==> config.mk <==
export PLATFORM = sky130hd
export DESIGN_NAME = huffman_bigvalue_sched
export DESIGN_NICKNAME = d
export VERILOG_FILES = /design/src/rtl/huffman_bigvalue_sched.sv
export SDC_FILE = /design/constraint.sdc
export NUM_CORES = 1
export LEC_CHECK = 0
export CAP_MARGIN = 10
export CORE_AREA = 4 4 98 146
export CTS_CLUSTER_DIAMETER = 200
export DETAILED_ROUTE_END_ITERATION = 8
export DIE_AREA = 0 0 102 150
export PLACE_DENSITY_LB_ADDON = 0.25
export SETUP_SLACK_MARGIN = 0.2
export SKIP_LAST_GASP = 1
export SLEW_MARGIN = 10
export SYNTH_ARGS = -nofsm -noshare
export SYNTH_HDL_FRONTEND = slang
export SYNTH_SLANG_ARGS = --single-unit
==> constraint.sdc <==
create_clock -name clk -period 7.7 [get_ports clk]
set_clock_uncertainty 0.05 [all_clocks]
set_input_delay 0.77 -clock clk [delete_from_list [all_inputs] [get_ports clk]]
set_output_delay 0.77 -clock clk [all_outputs]
set_load 0.02 [all_outputs]
==> src/rtl/huffman_bigvalue_sched.sv <==
// Big_values Huffman scheduler: splits one granule's pair stream into regions, selects
// each region's table, gates serial bits into the decoder bank and collects decoded pairs.
module huffman_bigvalue_sched #(
    parameter int IDX_W = 10,
    parameter int BV_W  = 9
) (
    input  logic                    clk,
    input  logic                    rst_n,
    input  logic                    start,
    input  logic [BV_W-1:0]         big_values,
    input  logic [IDX_W-1:0]        region1_start,
    input  logic [IDX_W-1:0]        region2_start,
    input  logic [14:0]             table_sel,
    input  logic                    axiiv,
    input  logic                    axiid,
    output logic                    bit_ready,
    output logic [4:0]              ht_sel,
    output logic                    ht_rst,
    output logic                    dec_iv,
    output logic                    dec_id,
    input  logic                    dec_ov,
    input  logic signed [15:0]      dec_x,
    input  logic signed [15:0]      dec_y,
    output logic                    out_valid,
    output logic signed [15:0]      out_x,
    output logic signed [15:0]      out_y,
    output logic [IDX_W-1:0]        out_idx,
    output logic [15:0]             bits_used,
    output logic                    busy,
    output logic                    done,
    output logic                    err
);

    typedef enum logic [2:0] {IDLE, SELECT, FEED, ZERO, DONE, ERR} state_t;

    state_t           state;
    logic [IDX_W-1:0] end_idx, r1c, r2c, idx;
    logic [14:0]      tbl;
    logic [5:0]       wd;

    logic [IDX_W-1:0] end_in, nidx;
    logic [1:0]       reg_cur, reg_nxt;
    logic [4:0]       cur_tbl;
    logic             feed_live, accept;

    assign end_in = IDX_W'({big_values, 1'b0});
    assign nidx   = idx + IDX_W'(2);

    always_comb begin
        reg_cur = (idx < r1c) ? 2'd0 : (idx < r2c) ? 2'd1 : 2'd2;
        reg_nxt = (nidx < r1c) ? 2'd0 : (nidx < r2c) ? 2'd1 : 2'd2;
        case (reg_cur)
            2'd0:    cur_tbl = tbl[4:0];
            2'd1:    cur_tbl = tbl[9:5];
            default: cur_tbl = tbl[14:10];
        endcase
    end

    // The cycle carrying ht_rst holds the bank in reset, so no bit is offered then.
    assign feed_live = (state == FEED) && !ht_rst;
    assign bit_ready = feed_live && !dec_ov;
    assign dec_iv    = bit_ready && axiiv;
    assign dec_id    = feed_live && axiid;
    assign accept    = dec_iv;
    assign busy      = (state != IDLE);

    always_ff @(posedge clk or negedge rst_n) begin
        if (!rst_n) begin
            state     <= IDLE;
            end_idx   <= '0;
            r1c       <= '0;
            r2c       <= '0;
            idx       <= '0;
            tbl       <= '0;
            wd        <= '0;
            ht_sel    <= '0;
            ht_rst    <= 1'b0;
            out_valid <= 1'b0;
            out_x     <= '0;
            out_y     <= '0;
            out_idx   <= '0;
            bits_used <= '0;
            done      <= 1'b0;
            err       <= 1'b0;
        end else begin
            out_valid <= 1'b0;
            done      <= 1'b0;
            err       <= 1'b0;
            ht_rst    <= 1'b0;
            if (accept && bits_used != 16'hFFFF)
                bits_used <= bits_used + 16'd1;
            case (state)
                IDLE: if (start) begin
                    end_idx   <= end_in;
                    r1c       <= (region1_start > end_in) ? end_in : region1_start;
                    r2c       <= (region2_start > end_in) ? end_in : region2_start;
                    tbl       <= table_sel;
                    idx       <= '0;
                    wd        <= '0;
                    bits_used <= '0;
                    state     <= (big_values == '0) ? DONE : SELECT;
                end
                SELECT: begin
                    ht_sel <= cur_tbl;
                    ht_rst <= 1'b1;
                    wd     <= '0;
                    if (cur_tbl == 5'd4 || cur_tbl == 5'd14) state <= ERR;
                    else if (cur_tbl == 5'd0)                state <= ZERO;
                    else                                     state <= FEED;
                end
                FEED: if (!ht_rst) begin
                    if (dec_ov) begin
                        out_valid <= 1'b1;
                        out_x     <= dec_x;
                        out_y     <= dec_y;
                        out_idx   <= idx;
                        idx       <= nidx;
                        wd        <= '0;
                        if (nidx >= end_idx)         state <= DONE;
                        else if (reg_nxt != reg_cur) state <= SELECT;
                    end else if (accept) begin
                        wd <= wd + 6'd1;
                        if (wd == 6'd40) state <= ERR;
                    end
                end
                ZERO: begin
                    out_valid <= 1'b1;
                    out_x     <= '0;
                    out_y     <= '0;
                    out_idx   <= idx;
                    idx       <= nidx;
                    if (nidx >= end_idx)         state <= DONE;
                    else if (reg_nxt != reg_cur) state <= SELECT;
                end
                DONE: begin
                    done  <= 1'b1;
                    state <= IDLE;
                end
                ERR: begin
                    err   <= 1'b1;
                    state <= IDLE;
                end
                default: state <= IDLE;
            endcase
        end
    end

endmodule

# After elaboration in Yosys (flattened, before gate mapping)
# Index checks and enable logic that the tools add are counted.
# totals
inputBits,82
register_bits,130
word_cells,108
# op_classes
order_cmp,7
eq_ne,16
add_sub_neg,3
reduce_logical,21
mux,45
# ops
op,count
16-bit two-way mux,7
10-bit two-way mux,7
16-bit case mux with 2 select lines,2
10-bit < comparator,4
10-bit case mux with 3 select lines,1
3-bit two-way mux,9
6-bit two-way mux,4
10-bit greater-than comparator,2
10-bit case mux with 2 select lines,1
6-bit case mux with 3 select lines,1
"16-bit by 1-bit adder with 16-bit output, second input constant",1
"16-bit != test, second input constant",1
3-bit case mux with 4 select lines,1
4-bit AND reduction,3
"10-bit by 2-bit adder with 10-bit output, second input constant",1
10-bit greater-or-equal comparator,1
5-bit case mux with 2 select lines,1
9-bit zero test,1
3-bit nonzero test,3
2-bit two-way mux,4
"6-bit by 1-bit adder with 6-bit output, second input constant",1
"3-bit by 2-bit == test with 1-bit output, second input constant",2
"3-bit == test, second input constant",2
"6-bit == test, second input constant",1
other kinds (19),31

# Depth between registers and ports, before layout
# Gate-level depths: netlist (run 1).
# depth
ltp_word,10
ltp_mapped,12

# Least setup slack after synthesis (run 1)
# OpenSTA, ideal clock, no wires.
# synth_timing
path_type,reg-to-reg
start,register idx[1]
end,register state[1]
n_path_buf,0
slack_ps,4608
setup_ps,126
arrival_ps,2916
path_stages_with_launch,11
required_time_ps,7524
cell_sequence,dfrtp_1 -> inv_1 -> ha_1 -> o21bai_1 -> a41oi_1 -> o311ai_1 -> mux2_2 -> mux2_2 -> xnor2_1 -> nand3_1 -> a221o_1
# synth_via
elab_chain_len,10
# synth_lines
element,line_no,rtl
"start, declared",37,"logic [IDX_W-1:0] end_idx, r1c, r2c, idx;"
"start signal, assigned",117,idx <= nidx;
"start signal, assigned",131,idx <= nidx;
10-bit by 2-bit adder with 10-bit output,47,assign nidx = idx + IDX_W'(2);
10-bit < comparator,51,reg_nxt = (nidx < r1c) ? 2'd0 : (nidx < r2c) ? 2'd1 : 2'd2;
2-bit two-way mux (2 in a row),51,
2-bit != test,"120, 133",
3-bit two-way mux,-,
3-bit two-way mux,119,if (nidx >= end_idx) state <= DONE;
3-bit two-way mux,112,if (dec_ov) begin
3-bit two-way mux,111,FEED: if (!ht_rst) begin
3-bit case mux with 4 select lines *,92,case (state)
"end signal, assigned",101,state <= (big_values == '0) ? DONE : SELECT;
"end, declared",36,state_t state;
# Every way passes the cells marked *; elsewhere a longest branch is shown, timed or not. The select of a mux whose other input is x is not followed.
# A chain may end at the register's enable or synchronous reset.

# Worst setup path after layout (run 1)
# Same ends and word-level chain as after synthesis.

==> qor.yml, run 1 <==
status: "complete, no violations"
ctsHtreeMaxLevel: 4
synthMuxAreaShare_pct: 7.73
clkTransAtPathRegs_ns: 0.06
cts_num_sinks: 128
worst_pin_slew_ns: 1.16
start_util_pct: 54.7
setup_viol: 0
power_density_mw_per_mm2: 348
clkPwrFrac_pct: 26.5
path_common_cell: "mux2_2"
insertion_delay_ns: 0.41
synth_xor_area_share_pct: 2.95
dieWidth_um: 102
cts_tree: "built"
swShare_pct: 36.9
final_nets: 1008
max_freq_ghz: 0.264
maxSlewViolCount: 0
grt_usage_pct: 24.5
antenna_found_initial: 0
pwr-share-seq_pct: 33.0
cp_slowest_cell: "o311ai_1"
layout_min_cycle_time_ns: 3.79
rsz0062_at_grt: "false"
setup.worst_path.start_class: "flip-flop"
detail-route-antenna-nets: 0
numPortBuffers: 151
end_kind: "flip-flop"
drt_iter0_markers: 244
rrSetupSlack_ns: 3.91
drive_gt1_share_pct: 8.72
cpPeakStageDelay_ns: 0.96
cts_setup_buffers: 0
maxCapViolations: 0
wl_per_cell_um: 17.9
dr.pass1.iters: 9
ys_types: 58
synth_area_mm2: 0.00712
gp_congestion: 0.942
synthFlopType: "dfrtp_1"
combinationalPowerShare_pct: 40.5
reg2reg_from: "idx[1]"
rows: 51
area_delta_synth_final_pct: 31.8
syn_nets: 864
min_path_type: "input port to asynchronous set/reset pin"
dieHeight_um: 150
synth_seq_area_share_pct: 45.0
power_switching_mw: 1.20
clockBufferDepth: 2
synthArstFlopShare_pct: 100
syn_inst: 715
wl_um: 18500
synthSimpleGateAreaFrac_pct: 14.6
crit_fanout: 9
viasPerCell: 5.68
synth_edf_count: 0
cts_resized: 0
mostFrequentLayoutCells: "150 x clkdlybuf4s50_1, 128 x dfrtp_1, 72 x nand2_1, 67 x ha_1, 55 x nor2_1"
synth_top_family_by_area: "simple AND/OR/NAND/NOR gates"
cts_root_buf: "clkbuf_16"
finalCritPeriodShare_pct: 49.2
avgSynthCellArea_um2: 9.96
grt_max_degree: 90
ir_drop_v: 0.000195
fin_tns_setup_ns: 0
fillerInstances: 965
synth_fa_ha_area_share_pct: 11.8
worstSetupPathType: "flip-flop to flip-flop"
place_hpwl_um: 13500
slew_headroom_pct: 21.4
worst_ep_arrival_time_ns: 4.03
p_int_mw: 2.06
synth_compound_area_share_pct: 13.4
critPathRequiredTime_ns: 7.95
dr_total_vias: 5858
pre_cts_slack_ns: 3.96
grt_pass1_vias: 6137
synthTopCellsByArea: "dfrtp_1 45%, ha_1 12%, mux2_2 5.1%, nand2_1 3.8%, a21oi_1 3.0%"
yosysTopAreaCell: "dfrtp_1"
yosys_warnings: 0
report.final.hold_viol_count: 0
timing.rr.end: "state[1]"
drcViolationCount: 0
die-area_mm2: 0.0153
io_pins: 153
overflow: 0
cts_buffers: 17
synth_top_cell_area_share_pct: 45.0
cts_hold_buf: 0
p_leak_nw: 4.43
rr_worst_depth: 10
core_mm2: 0.0130
diodes: 0
fin_ws_ns: 3.91
final_common_cell: "clkdlybuf4s50_1"
fin_util_pct: 72.1
path_cells: "inv_1 > ha_1 > o21bai_1 > a41oi_1 > o311ai_1 > mux2_2 > mux2_2 > xnor2_1 > nand3_1 > a221o_1"
synth-seq-cells: 128
grt_pass1_wl_um: 29600
worst max-delay path, delay by kind of cell, from the launching register on:
kind                       cells  cell delay, ns
AOI/OAI and AO/OA              4            1.58
xor gates and xnor gates       1            0.23
adders and majority gates      1            0.30
buffers and inverters          1            0.13
DFF                            1            0.51
muxes                          2            0.75
and+or+nand+nor                1            0.11
routing by layer:
metal  vias up  share of wire, %  global-route usage (%)
li1       2804                 -                       -
met2       190                51                    42.5
met1      2822                40                    29.3
met3        42               6.0                    5.27
met5         -                 0                       0
met4         0               3.0                    9.85
worst max path at each step:
stage	endpoint	startpoint	slack (ns)
after global routing	state[1]	idx[1]	3.78
after CTS	state[1]	idx[1]	3.97
final	state[1]	idx[1]	3.91
after floorplan	state[1]	idx[1]	4.61
after detailed placement	state[1]	idx[1]	3.96
after global placement	dec_iv	dec_ov	4.07
stage by stage:
stage	cells	total power [mW]	instance area, um^2	hold slack (ns)
floorplan	715	1.88	7120	0.424
global placement	999	2.33	8740	0.407
detailed placement	999	2.38	8740	0.413
CTS	1031	3.28	9380	0.383
global route	1031	3.46	9380	0.401
finish	1031	3.26	9380	0.354
cell type report:
class	instances	area, um^2	area share [%]
clock buffer	19	443	4.72
clock inverter	13	201	2.15
tap	159	199	2.12
sequential	128	3200	34.1
inverter	50	188	2.00
timing repair buffer	155	1540	16.4
multi-input combinational	507	3610	38.5
power by group through the flow:
stage / Combinational, mW / Clock, mW / Sequential, mW
2_1_floorplan: 0.735 / 0 / 1.15
3_3_place_gp: 1.25 / 0 / 1.07
3_5_place_dp: 1.30 / 0 / 1.08
4_1_cts: 1.33 / 0.876 / 1.08
5_1_grt: 1.46 / 0.904 / 1.11
6_report: 1.32 / 0.866 / 1.08
synth_stat cells (all sizes together), types with 8 or more instances:
library cell,n
a21o,8
a21oi,43
a22o,24
and3,8
clkbuf,23
dfrtp,128
ha,67
inv,49
mux2,32
mux2i,19
nand2,73
nand2b,15
nand3,14
nand4,16
nor2,55
o21ai,45
xnor2,9
xor2,15
flip-flops by register name, indices dropped and copies added (netlist names), 10 cells and up:
signal     flops
out_x         16
r1c           10
r2c           10
out_y         16
bits_used     16
tbl           15
cell families after synthesis:
family                   count (synthesis)
other                                    1
AO/OA/AOI/OAI                          150
buffers and inverters                   80
XOR/XNOR                                24
AND/OR/NAND/NOR                        214
adder cells (fa/ha/maj)                 67
flip-flops                             128
multiplexers                            51
Note: power is estimated with default switching activity, not from simulation.
==> run 2, diff against run 1 <==
--- a/config.mk
+++ b/config.mk
@@ -6,10 +6,10 @@
 export NUM_CORES = 1
 export LEC_CHECK = 0
 export CAP_MARGIN = 10
-export CORE_AREA = 4 4 98 146
+export CORE_AREA = 4 4 106 158
 export CTS_CLUSTER_DIAMETER = 200
 export DETAILED_ROUTE_END_ITERATION = 8
-export DIE_AREA = 0 0 102 150
+export DIE_AREA = 0 0 110 162
 export PLACE_DENSITY_LB_ADDON = 0.25
 export SETUP_SLACK_MARGIN = 0.2
 export SKIP_LAST_GASP = 1
==> constraint.sdc (replaced) <==
create_clock -name clk -period 3.15 [get_ports clk]
set_clock_uncertainty 0.05 [all_clocks]
set_input_delay 0.315 -clock clk [delete_from_list [all_inputs] [get_ports clk]]
set_output_delay 0.315 -clock clk [all_outputs]
set_load 0.02 [all_outputs]
==> qor.yml, run 2 (synthesis results as in run 1) <==
grt_usage_pct: 21.2  # -3.4 points
cts_root_buf: "clkbuf_16"
dieWidth_um: 110  # +7.8%
cp_slowest_cell: "dfrtp_2"
worstSetupPathType: "flip-flop to flip-flop"
cpLargestDelayFamily: "multiplexers"
cts_num_sinks: 128  # unchanged
die-area_mm2: 0.0178  # +16%
power_density_mw_per_mm2: 818  # +140%
start_util_pct: 46.0  # -8.7 points
io_pins: 153  # unchanged
report.final.hold_viol_count: 0  # unchanged
fin_tns_setup_ns: 0  # unchanged
ctsHtreeMaxLevel: 4  # unchanged
drive_gt1_share_pct: 16.0  # +7.2 points
core_mm2: 0.0155  # +19%
final_common_cell: "clkdlybuf4s50_1"
hold_ws_ns: 0.373  # +0.0192 ns
regArea_mm2: 0.00321  # +0.20%
viasPerCell: 5.39  # -5.1%
insertion_delay_ns: 0.42  # about the same
maxCapViolations: 0  # unchanged
multi_input_area_mm2: 0.00391  # +8.1%
dpl_cell_area_mm2: 0.00899  # +2.9%
worst_pin_slew_ns: 1.10  # -0.0567 ns
slew_headroom_pct: 26.2  # +4.8 points
wl_um: 18900  # +2.3%
mostFrequentLayoutCells: "149 x clkdlybuf4s50_1, 123 x dfrtp_1, 72 x nand2_1, 59 x ha_1, 54 x nor2_1"
path_cells: "buf_4 > ha_4 > a211oi_1 > or3_1 > o311ai_2 > buf_4 > mux2_4 > mux2_4 > xnor2_2 > nand3_1 > a221o_1"
ir_drop_v: 0.000500  # +160%
worst_ep_arrival_time_ns: 3.16  # -0.87 ns
fin_cells: 1105  # +7.2%
dr_total_vias: 5959  # +1.7%
rows: 56  # +9.8%
end_kind: "flip-flop"
rsz0062_at_grt: "true"
final_nets: 1038  # +3.0%
drcViolationCount: 0  # unchanged
cts_tree: "built"
grt_pass1_wl_um: 29800  # +0.39%
antenna_found_initial: 0  # unchanged
gp_congestion: 0.910  # -3.4%
top_regs: "bits_used x16, out_x x16, out_y x16"
wl_per_cell_um: 17.1  # -4.6%
dieHeight_um: 162  # +8.0%
max_freq_ghz: 0.344  # +30%
fin_total_pwr_mw: 8.15  # +150%
numPortBuffers: 151  # unchanged
maxSlewViolCount: 0  # unchanged
critPathRequiredTime_ns: 3.40  # -4.55 ns
crit_buf_inv: 2  # +1
drt_iter0_markers: 251  # +2.9%
finalCritPeriodShare_pct: 92.4  # +43 points
p_leak_nw: 4.60  # +4.0%
placed_cells: 1065  # +6.6%
status: "complete, no violations"
clockBufferDepth: 2  # unchanged
fin_ws_ns: 0.239  # -3.68 ns
fin_area_mm2: 0.00996  # +6.1%
setup.worst_path.start_class: "flip-flop"
crit_fanout: 6  # -3
cpPeakStageDelay_ns: 0.44  # -0.52 ns
dr.pass1.iters: 5  # -4
area_delta_synth_final_pct: 39.8
diodes: 0  # unchanged
layout_min_cycle_time_ns: 2.91  # -0.874 ns
overflow: 0  # unchanged
grt_max_degree: 72  # -20%
grt_pass1_vias: 6195  # +0.95%
setup_viol: 0  # unchanged
fillerInstances: 1254  # +30%
pre_cts_slack_ns: 0.0549  # -3.90 ns
clkTransAtPathRegs_ns: 0.06  # about the same
fin_util_pct: 64.3  # -7.8 points
min_path_type: "input port to asynchronous set/reset pin"
detail-route-antenna-nets: 0  # unchanged
place_hpwl_um: 13900  # +2.9%
cts_buffers: 17  # unchanged
-- run 2: cell count changes in the layout (fill, tap and decap cells not counted), sizes merged, moves of 2 or more --
cell    previous run  this run
clkbuf            19        17
bufinv             4         1
buf                5        34
inv               53        60
clkinv             6         4
-- run 2: report_power, final --
part | switching, mW | internal [mW] | leakage [nW]
logic | 1.91 | 1.64 | 2.67
registers | 0.353 | 2.22 | 1.63
clock network | 0.870 | 1.15 | 0.302
-- run 2: path summary, 6_finish.rpt --
| path | from | to | slack (ns) | cells after the start |
|---|---|---|---|---|
| worst min register to register | out_idx[6] | out_idx[6] | 0.42 | 2 |
| worst max-delay path | idx[3] | state[1] | 0.24 | 11 |
| max in group asynchronous | rst_n | state[1] | 1.88 | 3 |
| worst min-delay path | rst_n | out_idx[2] | 0.37 | 2 |
| min in group clk | dec_x[11] | out_x[11] | 0.41 | 3 |
| worst max register to register | idx[3] | state[1] | 0.24 | 11 |
-- run 2: timing repair --
| item | CTS | global route |
|---|---|---|
| hold buffers | 1 | 0 |
| setup buffers | 0 | 7 |
| setup endpoints to repair | 4 | 5 |
| pin swaps | 3 | 15 |
| hold endpoints to repair | 37 | 0 |
| gates resized for setup | 12 | 42 |
-- run 2: worst register-to-register path, stage by stage, from the launching register on --
cell and delay (ns):
dfrtp_2 0.44, buf_4 0.16, ha_4 0.26, a211oi_1 0.08, or3_1 0.33, o311ai_2 0.09, buf_4 0.22, mux2_4 0.31
mux2_4 0.30, xnor2_2 0.17, nand3_1 0.08, a221o_1 0.30
-- run 2: final cells by class --
class	count	area share (%)
clock buffer	17	4.27
clock inverter	15	1.86
inverter	50	1.88
multi-input combinational	507	39.2
sequential	128	32.2
tap	203	2.55
timing repair buffer	185	18.0
-- run 2: per-layer routing --
layer / GRT usage, % / vias up / wire, um
li1: - / 2861 / -
met1: 25.6 / 2859 / 7610
met2: 36.3 / 202 / 9630
met3: 3.82 / 37 / 1120
met4: 9.13 / 0 / 519
met5: 0 / - / 0
